`src/rtl/axi_ring_reader.sv`:
```
// axi_ring_reader: AXI3 read-only master that streams a circular DDR buffer
// into a first-word-fall-through FIFO, one fixed-length INCR burst at a time.
//
// Handshakes: every channel transfers on a clock edge where valid and ready are
// both high. A master holds valid (and its payload) until that edge. The stream
// side is a pop strobe: a word leaves the FIFO on Oen & Ovalid.
module axi_ring_reader #(
  parameter int          DATA_W     = 32,
  parameter int          BURST_LEN  = 16,
  parameter int          FIFO_DEPTH = 64,
  parameter logic [11:0] AXI_ID     = 12'd0
) (
  input  logic                          AXI_clk,
  input  logic                          rst,
  input  logic                          run,
  input  logic [31:0]                   base_addr,
  input  logic [31:0]                   ring_bytes,
  output logic [DATA_W-1:0]             Sout,
  output logic                          Ovalid,
  input  logic                          Oen,
  output logic [$clog2(FIFO_DEPTH):0]   level,
  output logic                          resp_err,
  output logic                          len_err,
  output logic                          underrun,
  output logic [31:0]                   AXI_araddr,
  output logic                          AXI_arvalid,
  input  logic                          AXI_arready,
  output logic [3:0]                    AXI_arlen,
  output logic [2:0]                    AXI_arsize,
  output logic [1:0]                    AXI_arburst,
  output logic [11:0]                   AXI_arid,
  output logic [3:0]                    AXI_arcache,
  output logic [1:0]                    AXI_arlock,
  output logic [2:0]                    AXI_arprot,
  output logic [3:0]                    AXI_arqos,
  input  logic [DATA_W-1:0]             AXI_rdata,
  input  logic [11:0]                   AXI_rid,
  input  logic [1:0]                    AXI_rresp,
  input  logic                          AXI_rlast,
  input  logic                          AXI_rvalid,
  output logic                          AXI_rready,
  output logic [1:0]                    fsm_state
);

  localparam int AW   = $clog2(FIFO_DEPTH);
  localparam int LW   = AW + 1;
  localparam int BB   = BURST_LEN * DATA_W / 8;
  localparam int SIZE = $clog2(DATA_W / 8);
  localparam logic [4:0] BL_FULL = 5'(BURST_LEN);
  localparam logic [4:0] BL_LAST = 5'(BURST_LEN - 1);

  typedef enum logic [1:0] {
    IDLE = 2'd0,
    ADDR = 2'd1,
    DATA = 2'd2
  } state_t;

  state_t            state;
  state_t            next_state;
  logic              run_q;
  logic              restart_pend;
  logic [31:0]       addr;
  logic [4:0]        beat_cnt;
  logic [LW-1:0]     wr_ptr;
  logic [LW-1:0]     rd_ptr;
  logic [DATA_W-1:0] mem [FIFO_DEPTH];

  logic              flush;
  logic              space_ok;
  logic              beat;
  logic              last_beat;
  logic              push;
  logic              pop;
  logic [32:0]       addr_sum;
  logic [32:0]       ring_end;
  logic [31:0]       next_addr;
  logic              unused_rid;

  // The read ID is constant, so returned IDs carry no information here.
  assign unused_rid = ^AXI_rid;

  // Constant AR fields
  assign AXI_arlen   = 4'(BURST_LEN - 1);
  assign AXI_arsize  = 3'(SIZE);
  assign AXI_arburst = 2'b01;
  assign AXI_arid    = AXI_ID;
  assign AXI_arcache = 4'b0011;
  assign AXI_arlock  = 2'b00;
  assign AXI_arprot  = 3'b000;
  assign AXI_arqos   = 4'b0000;

  // Channel controls follow the state directly; araddr is the ring pointer,
  // which only moves in IDLE or on the final beat, so it is stable in ADDR.
  assign AXI_arvalid = (state == ADDR);
  assign AXI_rready  = (state == DATA);
  assign AXI_araddr  = addr;
  assign fsm_state   = state;

  assign flush     = (state == IDLE) && restart_pend;
  assign space_ok  = (int'(level) + BURST_LEN) <= FIFO_DEPTH;
  assign beat      = (state == DATA) && AXI_rvalid;
  assign last_beat = beat && AXI_rlast;
  // Beats past the burst length are accepted but dropped so the reservation holds.
  assign push      = beat && (beat_cnt < BL_FULL);
  assign pop       = Oen && Ovalid;

  assign addr_sum  = {1'b0, addr} + 33'(BB);
  assign ring_end  = {1'b0, base_addr} + {1'b0, ring_bytes};
  assign next_addr = (addr_sum >= ring_end) ? base_addr : addr_sum[31:0];

  assign level  = wr_ptr - rd_ptr;
  assign Ovalid = (level != '0);
  assign Sout   = Ovalid ? mem[rd_ptr[AW-1:0]] : '0;

  // State register
  always_ff @(posedge AXI_clk or posedge rst) begin
    if (rst) state <= IDLE;
    else     state <= next_state;
  end

  // Next state: a burst is issued only when a whole burst fits in the FIFO.
  // run_q is required as well so the cycle of a rising edge never issues
  // before the restart has been recorded.
  always_comb begin
    next_state = state;
    case (state)
      IDLE: if (run && run_q && !restart_pend && space_ok) next_state = ADDR;
      ADDR: if (AXI_arready) next_state = DATA;
      DATA: if (last_beat) next_state = IDLE;
      default: next_state = IDLE;
    endcase
  end

  // Rising-edge detect on run; the restart waits for IDLE before taking effect
  always_ff @(posedge AXI_clk or posedge rst) begin
    if (rst) begin
      run_q        <= 1'b0;
      restart_pend <= 1'b0;
    end else begin
      run_q <= run;
      if (run && !run_q)        restart_pend <= 1'b1;
      else if (state == IDLE)   restart_pend <= 1'b0;
    end
  end

  // Ring pointer and beat counter (saturates at the burst length)
  always_ff @(posedge AXI_clk or posedge rst) begin
    if (rst) begin
      addr     <= '0;
      beat_cnt <= '0;
    end else begin
      if (flush)     addr <= base_addr;
      if (last_beat) addr <= next_addr;
      if (state == ADDR && AXI_arready)  beat_cnt <= '0;
      else if (beat && beat_cnt != BL_FULL) beat_cnt <= beat_cnt + 5'd1;
    end
  end

  // Sticky error flags
  always_ff @(posedge AXI_clk or posedge rst) begin
    if (rst) begin
      resp_err <= 1'b0;
      len_err  <= 1'b0;
      underrun <= 1'b0;
    end else begin
      if (beat && AXI_rresp != 2'b00) resp_err <= 1'b1;
      if (last_beat && beat_cnt != BL_LAST) len_err <= 1'b1;
      if (beat && !AXI_rlast && beat_cnt == BL_LAST) len_err <= 1'b1;
      if (Oen && !Ovalid) underrun <= 1'b1;
    end
  end

  // FIFO storage
  always_ff @(posedge AXI_clk) begin
    if (push) mem[wr_ptr[AW-1:0]] <= AXI_rdata;
  end

  // FIFO pointers; a flush empties the FIFO (never coincides with a push)
  always_ff @(posedge AXI_clk or posedge rst) begin
    if (rst) begin
      wr_ptr <= '0;
      rd_ptr <= '0;
    end else if (flush) begin
      wr_ptr <= '0;
      rd_ptr <= '0;
    end else begin
      if (push) wr_ptr <= wr_ptr + 1'b1;
      if (pop)  rd_ptr <= rd_ptr + 1'b1;
    end
  end

endmodule

```
`config.mk`:
```
export PLATFORM = sky130hd
export DESIGN_NAME = axi_ring_reader
export DESIGN_NICKNAME = d
export VERILOG_FILES = /design/src/rtl/axi_ring_reader.sv
export SDC_FILE = /design/constraint.sdc
export NUM_CORES = 2
export LEC_CHECK = 0
export ABC_AREA = 1
export CAP_MARGIN = 20
export CELL_PAD_IN_SITES_DETAIL_PLACEMENT = 0
export CELL_PAD_IN_SITES_GLOBAL_PLACEMENT = 1
export CORE_MARGIN = 2
export CORE_UTILIZATION = 30
export CTS_CLUSTER_DIAMETER = 50
export DETAILED_ROUTE_END_ITERATION = 8
export PLACE_DENSITY = 0.57
export SLEW_MARGIN = 5
export SYNTH_ARGS = -nofsm -noshare
export SYNTH_HDL_FRONTEND = slang
export SYNTH_SLANG_ARGS = --single-unit
```
`constraint.sdc`:
```
create_clock -name AXI_clk -period 4.2 [get_ports AXI_clk]
set_input_delay 0.63 -clock AXI_clk [delete_from_list [all_inputs] [get_ports AXI_clk]]
set_output_delay 0.63 -clock AXI_clk [all_outputs]
set_load 0.01 [all_outputs]
```
## After elaboration in Yosys (flattened, before gate mapping)

Memories as Yosys holds them, arrays and structs flattened.
Cells that the tools add are included.

| operators by class | value |
|---|---|
| add/sub/neg operators | 7 |
| $lt $le $gt $ge | 3 |
| reductions and logical operators | 30 |
| eq/ne operators | 8 |
| muxes and demuxes | 20 |

Operator list:

| cell | number |
|---|---|
| $mux W32 | 4 |
| $add A32 B32 Y33 | 1 |
| $add A32 B7 Y33 const B | 1 |
| $ge A33 B33 Y1 | 1 |
| $mux W7 | 4 |
| $logic_and A1 B1 Y1 | 16 |
| $add A7 B1 Y7 const B | 2 |
| $reduce_bool A2 Y1 | 7 |
| $mux W5 | 2 |
| $add A7 B5 Y8 const B | 1 |
| $le A8 B7 Y1 const B | 1 |
| $reduce_bool A7 Y1 | 1 |
| $sub A7 B7 Y7 | 1 |
| $mux W1 | 6 |
| $mux W2 | 3 |
| $pmux W2 S3 | 1 |
| $add A5 B1 Y5 const B | 1 |
| $eq A5 B4 Y1 const B | 1 |
| $lt A5 B5 Y1 const B | 1 |
| $ne A5 B4 Y1 const B | 1 |
| $ne A5 B5 Y1 const B | 1 |
| $logic_not A1 Y1 | 4 |
| $ne A2 B1 Y1 const B | 2 |
| $reduce_and A3 Y1 | 1 |
| other kinds (4) | 4 |

| storage, ports and cells | value |
|---|---|
| output and inout port bits | 113 |
| input port bits | 117 |
| memories kept | 1 |
| RAM bits | 2048 |
| flip-flop bits (word level) | 58 |

Memories:

| name | words | width | read ports | clocked after memory_dff | wr ports | RTL line | RTL |
|---|---|---|---|---|---|---|---|
| mem | 64 | 32 | 1 | 0 | 1 | 66 | `logic [DATA_W-1:0] mem [FIFO_DEPTH];` |

## Longest topological paths before layout

| logic depth | value |
|---|---|
| word-level depth | 6 |
| depth in mapped cells | 28 |

## Least setup slack after synthesis

OpenSTA, ideal clock, no wires.

| timing path | value |
|---|---|
| path kind | reg2reg |
| start | register state[1] (netlist: fsm_state[1]) |
| end | memory mem[47][0] (enable) |
| buffers on the path | 0 |
| cell stages (with the launch flop) | 11 |
| arrival | 3579 ps |
| path slack | 160 ps |
| data required time | 3739 ps |
| path through | dfrtp_1 -> inv_1 -> nor2_2 -> nand2_2 -> inv_2 -> nand2_2 -> nor2_2 -> nand3_2 -> nor2_2 -> inv_1 -> nor3_1 |

| between the ends | value |
|---|---|
| word-level cells in the longest chain between the ends | 5 |

Ends and longest elaborated chain:

| item | RTL line | RTL |
|---|---|---|
| from (decl) | 58 | `state_t state;` |
| from (signal assigned) | 118 | `else state <= next_state;` |
| $eq A2 B2 Y1 | n/a |  |
| via AXI_rready | 41 | `output logic AXI_rready,` |
| $logic_and A1 B1 Y1 | 101 | `assign beat = (state == DATA) && AXI_rvalid;` |
| $logic_and A1 B1 Y1 | 104 | `assign push = beat && (beat_cnt < BL_FULL);` |
| $mux W1 | 175 | `if (push) mem[wr_ptr[AW-1:0]] <= AXI_rdata;` |
| $mux W1 (not written as such) | 175 |  |
| to (decl) | 66 |  |

The timed path passes the listed nets, and every way through them passes these cells.

## Worst setup path in the final report

| timing path | value |
|---|---|
| start | register rd_ptr[0] |
| end | output Sout[9] |

| between the ends | value |
|---|---|
| word-level cells in the longest chain between the ends | 3 |

Ends and longest elaborated chain:

| item | RTL line | RTL |
|---|---|---|
| from (decl) | 65 | `logic [LW-1:0] rd_ptr;` |
| from (signal assigned) | 188 | `if (pop) rd_ptr <= rd_ptr + 1'b1;` |
| $sub A7 B7 Y7 | 111 | `assign level = wr_ptr - rd_ptr;` |
| $reduce_bool A7 Y1 | 112 | `assign Ovalid = (level != '0);` |
| $mux W32 * | 113 | `assign Sout = Ovalid ? mem[rd_ptr[AW-1:0]] : '0;` |
| to (decl) | 18 | `output logic [DATA_W-1:0] Sout,` |

Mark *: on every way between the ends. The rest lies on a longest branch, timed or not.

==> out/metrics.yaml <==
ir_drop_uv: 413
post_drt_via_cell_ratio: 5.03
leakagePower_nw: 38.5
rsz0062_at_grt: "true"
arrival_ns: 3.52
dr.pass1.iters: 6
wire_per_inst_microns: 24.7
postLayoutCoreUtil_pct: 36.9
cp_num_buf_inv: 6
hold_viol: 0
syn_inst: 7464
critPathCaptureType: "output port"
critPathTopFamily: "buffers and inverters"
core_area_sq_um: 293000
route.detailed.drc: 0
synth-seq-area-share_pct: 71.3
synth_top_area_share_pct: 69.7
crit_chain: "buf_12 > clkinv_16 > buf_4 > bufbuf_16 > nand2_1 > nand3_1 > nand3_1 > nand3_1 > nand3_4 > nand3_4 > nand3_2 > buf_4 > nor2_1 > clkdlybuf4s15_2"
hold_depth: 1
register_area_sq_um: 63000
cts_buffers: 240
p_clk_share_pct: 29.4
finalClockSkew_ns: 0.113
final_nets: 8146
grt_pass1_wl_mm: 428
powerDensity_nw_per_um2: 639
async_flop_share_pct: 2.75
p_int_mw: 44.0
p_seq_share_pct: 34.5
drt_iter0_markers: 5302
tritoncts: "built"
die_x_microns: 546
final-setup-viol-count: 0
clk_pin_slew_ns: 0.06
place.gp.congestion: 0.846
cpPeakStageDelay_ns: 0.50
reg2reg_depth: 22
crit_slowest_cell: "dfrtp_4"
drv_cap: 0
finalCriticalPeriod_ns: 4.15
ys_seq_elements: 2106
yosys_warnings: 0
regToRegEndpoint: "AXI_araddr[17]$_DFFE_PP0P_"
cts-root-buf: "clkbuf_16"
p_sw_mw: 25.0
rows: 199
synthToLayoutAreaGrowth_pct: 22.4
antenna_found_initial: 14
wl_mm: 299
totalPowerFinal_mw: 69.0
timing.final.crit_share_pct: 98.8
rrSetupSlack_ns: 0.57
fmax_ghz: 0.241
required_ns: 3.57
outcome: "finished, final reports clean"
synth-main-ff-cell: "edfxtp_1"
criticalPathCategory: "flop to output port"
p_comb_share_pct: 36.1
io_pins: 230
drv_slew: 0
clock-sinks: 2106
clock_path_buffers: 4
worstMarginPinSlew_ns: 1.10
clkLatencyLatePin_ns: 0.91
min_to: "mem[22][6]$_DFFE_PP_"
hold_start: "AXI_rdata[6]"
max-slew-margin-rel_pct: 27.0
grt_max_degree: 92
grt_util_all_layers_pct: 19.4
start_util_pct: 30.1
io_buffers: 183
crit_top_cell: "nand3_1"
switching_share_pct: 36.2
die-area_sq_um: 299000
syn_area_sq_um: 88300
grt_pass1_vias: 58400
dp_hpwl_mm: 168
drive_gt1_share_pct: 13.8
die_h_microns: 546
cp-start-kind: "flop"
reg2reg_from: "AXI_araddr[12]$_DFFE_PP0P_"
hold_slack_ns: 0.128
yosys.area.top_type: "edfxtp_1"
multiInputGateArea_sq_um: 23800
crit_path_max_fanout: 13
overflow: 0
synth_edf_count: 2048
hp-class: "input port to flop"
n_fill_cell: 28500
cts.htree.levels: 4
ys_top_cells_by_area: "edfxtp_1, nand2_1, nand3_1"
ant_nets: 0
avgSynthCellArea_sq_um: 11.8
post_synth_num_cell_types: 53
num_vias: 60700
[power groups by stage]
| stage | clock (mW) | sequential, mW | combinational [mW] |
|---|---|---|---|
| floorplan | 0 | 24.1 | 12.4 |
| finish | 20.3 | 23.8 | 24.9 |
| global route | 21.5 | 23.8 | 26.9 |
| global placement | 0 | 24.2 | 22.0 |
| detailed placement | 0 | 24.3 | 22.1 |
| CTS | 20.7 | 23.8 | 24.9 |
[state kept, by name (all words and copies together), names as in the netlist]
signal,flops
AXI_araddr,32
beat_cnt,5
fsm_state,2
len_err,1
mem,2048
rd_ptr,7
resp_err,1
restart_pend,1
run_q,1
underrun,1
wr_ptr,7
[how the worst max path moves through the flow]
stage	startpoint	endpoint	slack, ns	cells past startpoint
floorplan	fsm_state[1]$_DFFE_PP0P_	mem[47][0]$_DFFE_PP_	0.16	10
global placement	base_addr[0]	AXI_araddr[31]$_DFFE_PP0P_	-0.37	25
detailed placement	base_addr[0]	AXI_araddr[13]$_DFFE_PP0P_	-0.36	24
CTS	rd_ptr[0]$_DFFE_PP0P_	Sout[10]	-0.04	14
global route	rd_ptr[0]$_DFFE_PP0P_	Sout[9]	-0.07	14
finish	rd_ptr[0]$_DFFE_PP0P_	Sout[9]	0.05	14
[repair_timing]
action	in CTS	in global routing
pin swaps	36	36
gates resized for setup	280	72
buffers inserted	39	14
endpoints found under the hold margin	5	0
hold buffers	1	0
gates cloned	37	6
endpoints found under the setup margin	34	33
[cells in the mapped netlist, types with 4 or more instances]
| cell type | n |
|---|---|
| buf_4 | 51 |
| inv_2 | 5 |
| xor2_1 | 30 |
| inv_1 | 131 |
| clkbuf_1 | 98 |
| buf_6 | 7 |
| edfxtp_1 | 2048 |
| nor3_2 | 4 |
| nor2_2 | 5 |
| nor3b_1 | 4 |
| a21oi_1 | 267 |
| a32o_1 | 55 |
| nand3_1 | 1489 |
| nand3b_1 | 4 |
| o21bai_1 | 5 |
| a32oi_1 | 55 |
| o21ai_0 | 28 |
| nand2_1 | 2286 |
| a21o_1 | 10 |
| ha_1 | 77 |
| nand2_2 | 7 |
| nor3_1 | 27 |
| nor2_1 | 177 |
| o211ai_1 | 57 |
| xnor2_1 | 24 |
| nand4_1 | 25 |
| o22ai_1 | 11 |
| o21ai_1 | 10 |
| buf_2 | 269 |
| buf_1 | 59 |
| a22oi_1 | 48 |
| o21a_1 | 5 |
| dfrtp_1 | 58 |
[cell usage in the layout (no fill, tap or decap), drive strengths merged, types with 57 or more instances in the layout]
cell type | synthesis | routed
buf | 386 | 527
dfrtp | 58 | 58
nand2 | 2294 | 2294
clkinv | 3 | 97
a21oi | 267 | 267
ha | 77 | 77
clkbuf | 99 | 308
inv | 137 | 159
clkdlybuf4s50 | 0 | 118
nand3 | 1492 | 1492
nor2 | 183 | 183
edfxtp | 2048 | 2048
o211ai | 57 | 57
[stage by stage]
| step | setup slack, ns | TNS [ns] | area [sq um] | cells |
|---|---|---|---|---|
| after detailed placement | -0.361 | -10.38 | 97700 | 11500 |
| after global placement | -0.369 | -11.13 | 97700 | 11500 |
| after floorplan | 0.160 | 0 | 88400 | 7496 |
| after CTS | -0.0371 | -0.212 | 108000 | 12000 |
| final | 0.0488 | 0 | 108000 | 12100 |
| after global routing | -0.0667 | -0.246 | 108000 | 12100 |
[layout make-up]
class | count | share of cell area [%]
Inverter | 140 | 0.553
Sequential cell | 2106 | 58.3
Tap cell | 3919 | 4.54
Timing Repair Buffer | 690 | 7.54
Multi-Input combinational cell | 4765 | 22.0
Timing Repair inverter | 7 | 0.120
Clock buffer | 292 | 5.78
Clock inverter | 140 | 1.19
Antenna cell | 4 | 0.00926
[worst register-to-register path, stage by stage, from the launching register on]
cell,delay (ns)
dfrtp_1,0.44
inv_1,0.14
nor3_4,0.26
nand2_2,0.15
nor2_4,0.13
nand3_2,0.08
nor2_2,0.14
nand4_1,0.10
nor2_1,0.15
nand3_1,0.10
nor2_1,0.16
ha_1,0.28
nand2_1,0.14
nor2_1,0.08
nand4_1,0.11
inv_1,0.07
a21oi_1,0.20
nand4_1,0.11
nand2_1,0.13
nand2_2,0.09
buf_12,0.18
nand2_1,0.10
nand3_1,0.08
[kinds of logic (layout without fill, tap and decap cells)]
logic type | Yosys count | after routing | synth area share, %
compound gates | 557 | 557 | 4.09
other cells | 2 | 38 | 0.00851
buf+inv | 625 | 1269 | 3.32
simple gates | 4040 | 4040 | 19.6
flops | 2106 | 2106 | 71.3
xor+xnor | 55 | 55 | 0.554
fa+ha+maj | 79 | 79 | 1.14
[layer usage]
metal	share of wire, %	track usage (%)	wire length (microns)	vias to the layer above
li1	-	-	-	27800
met1	45	27.0	133000	30800
met2	48	32.3	143000	1744
met3	5.0	2.16	15000	384
met4	2.5	5.06	7430	2
met5	0.0044	0	13	-
No activity file was read; power rests on OpenSTA's default activity.
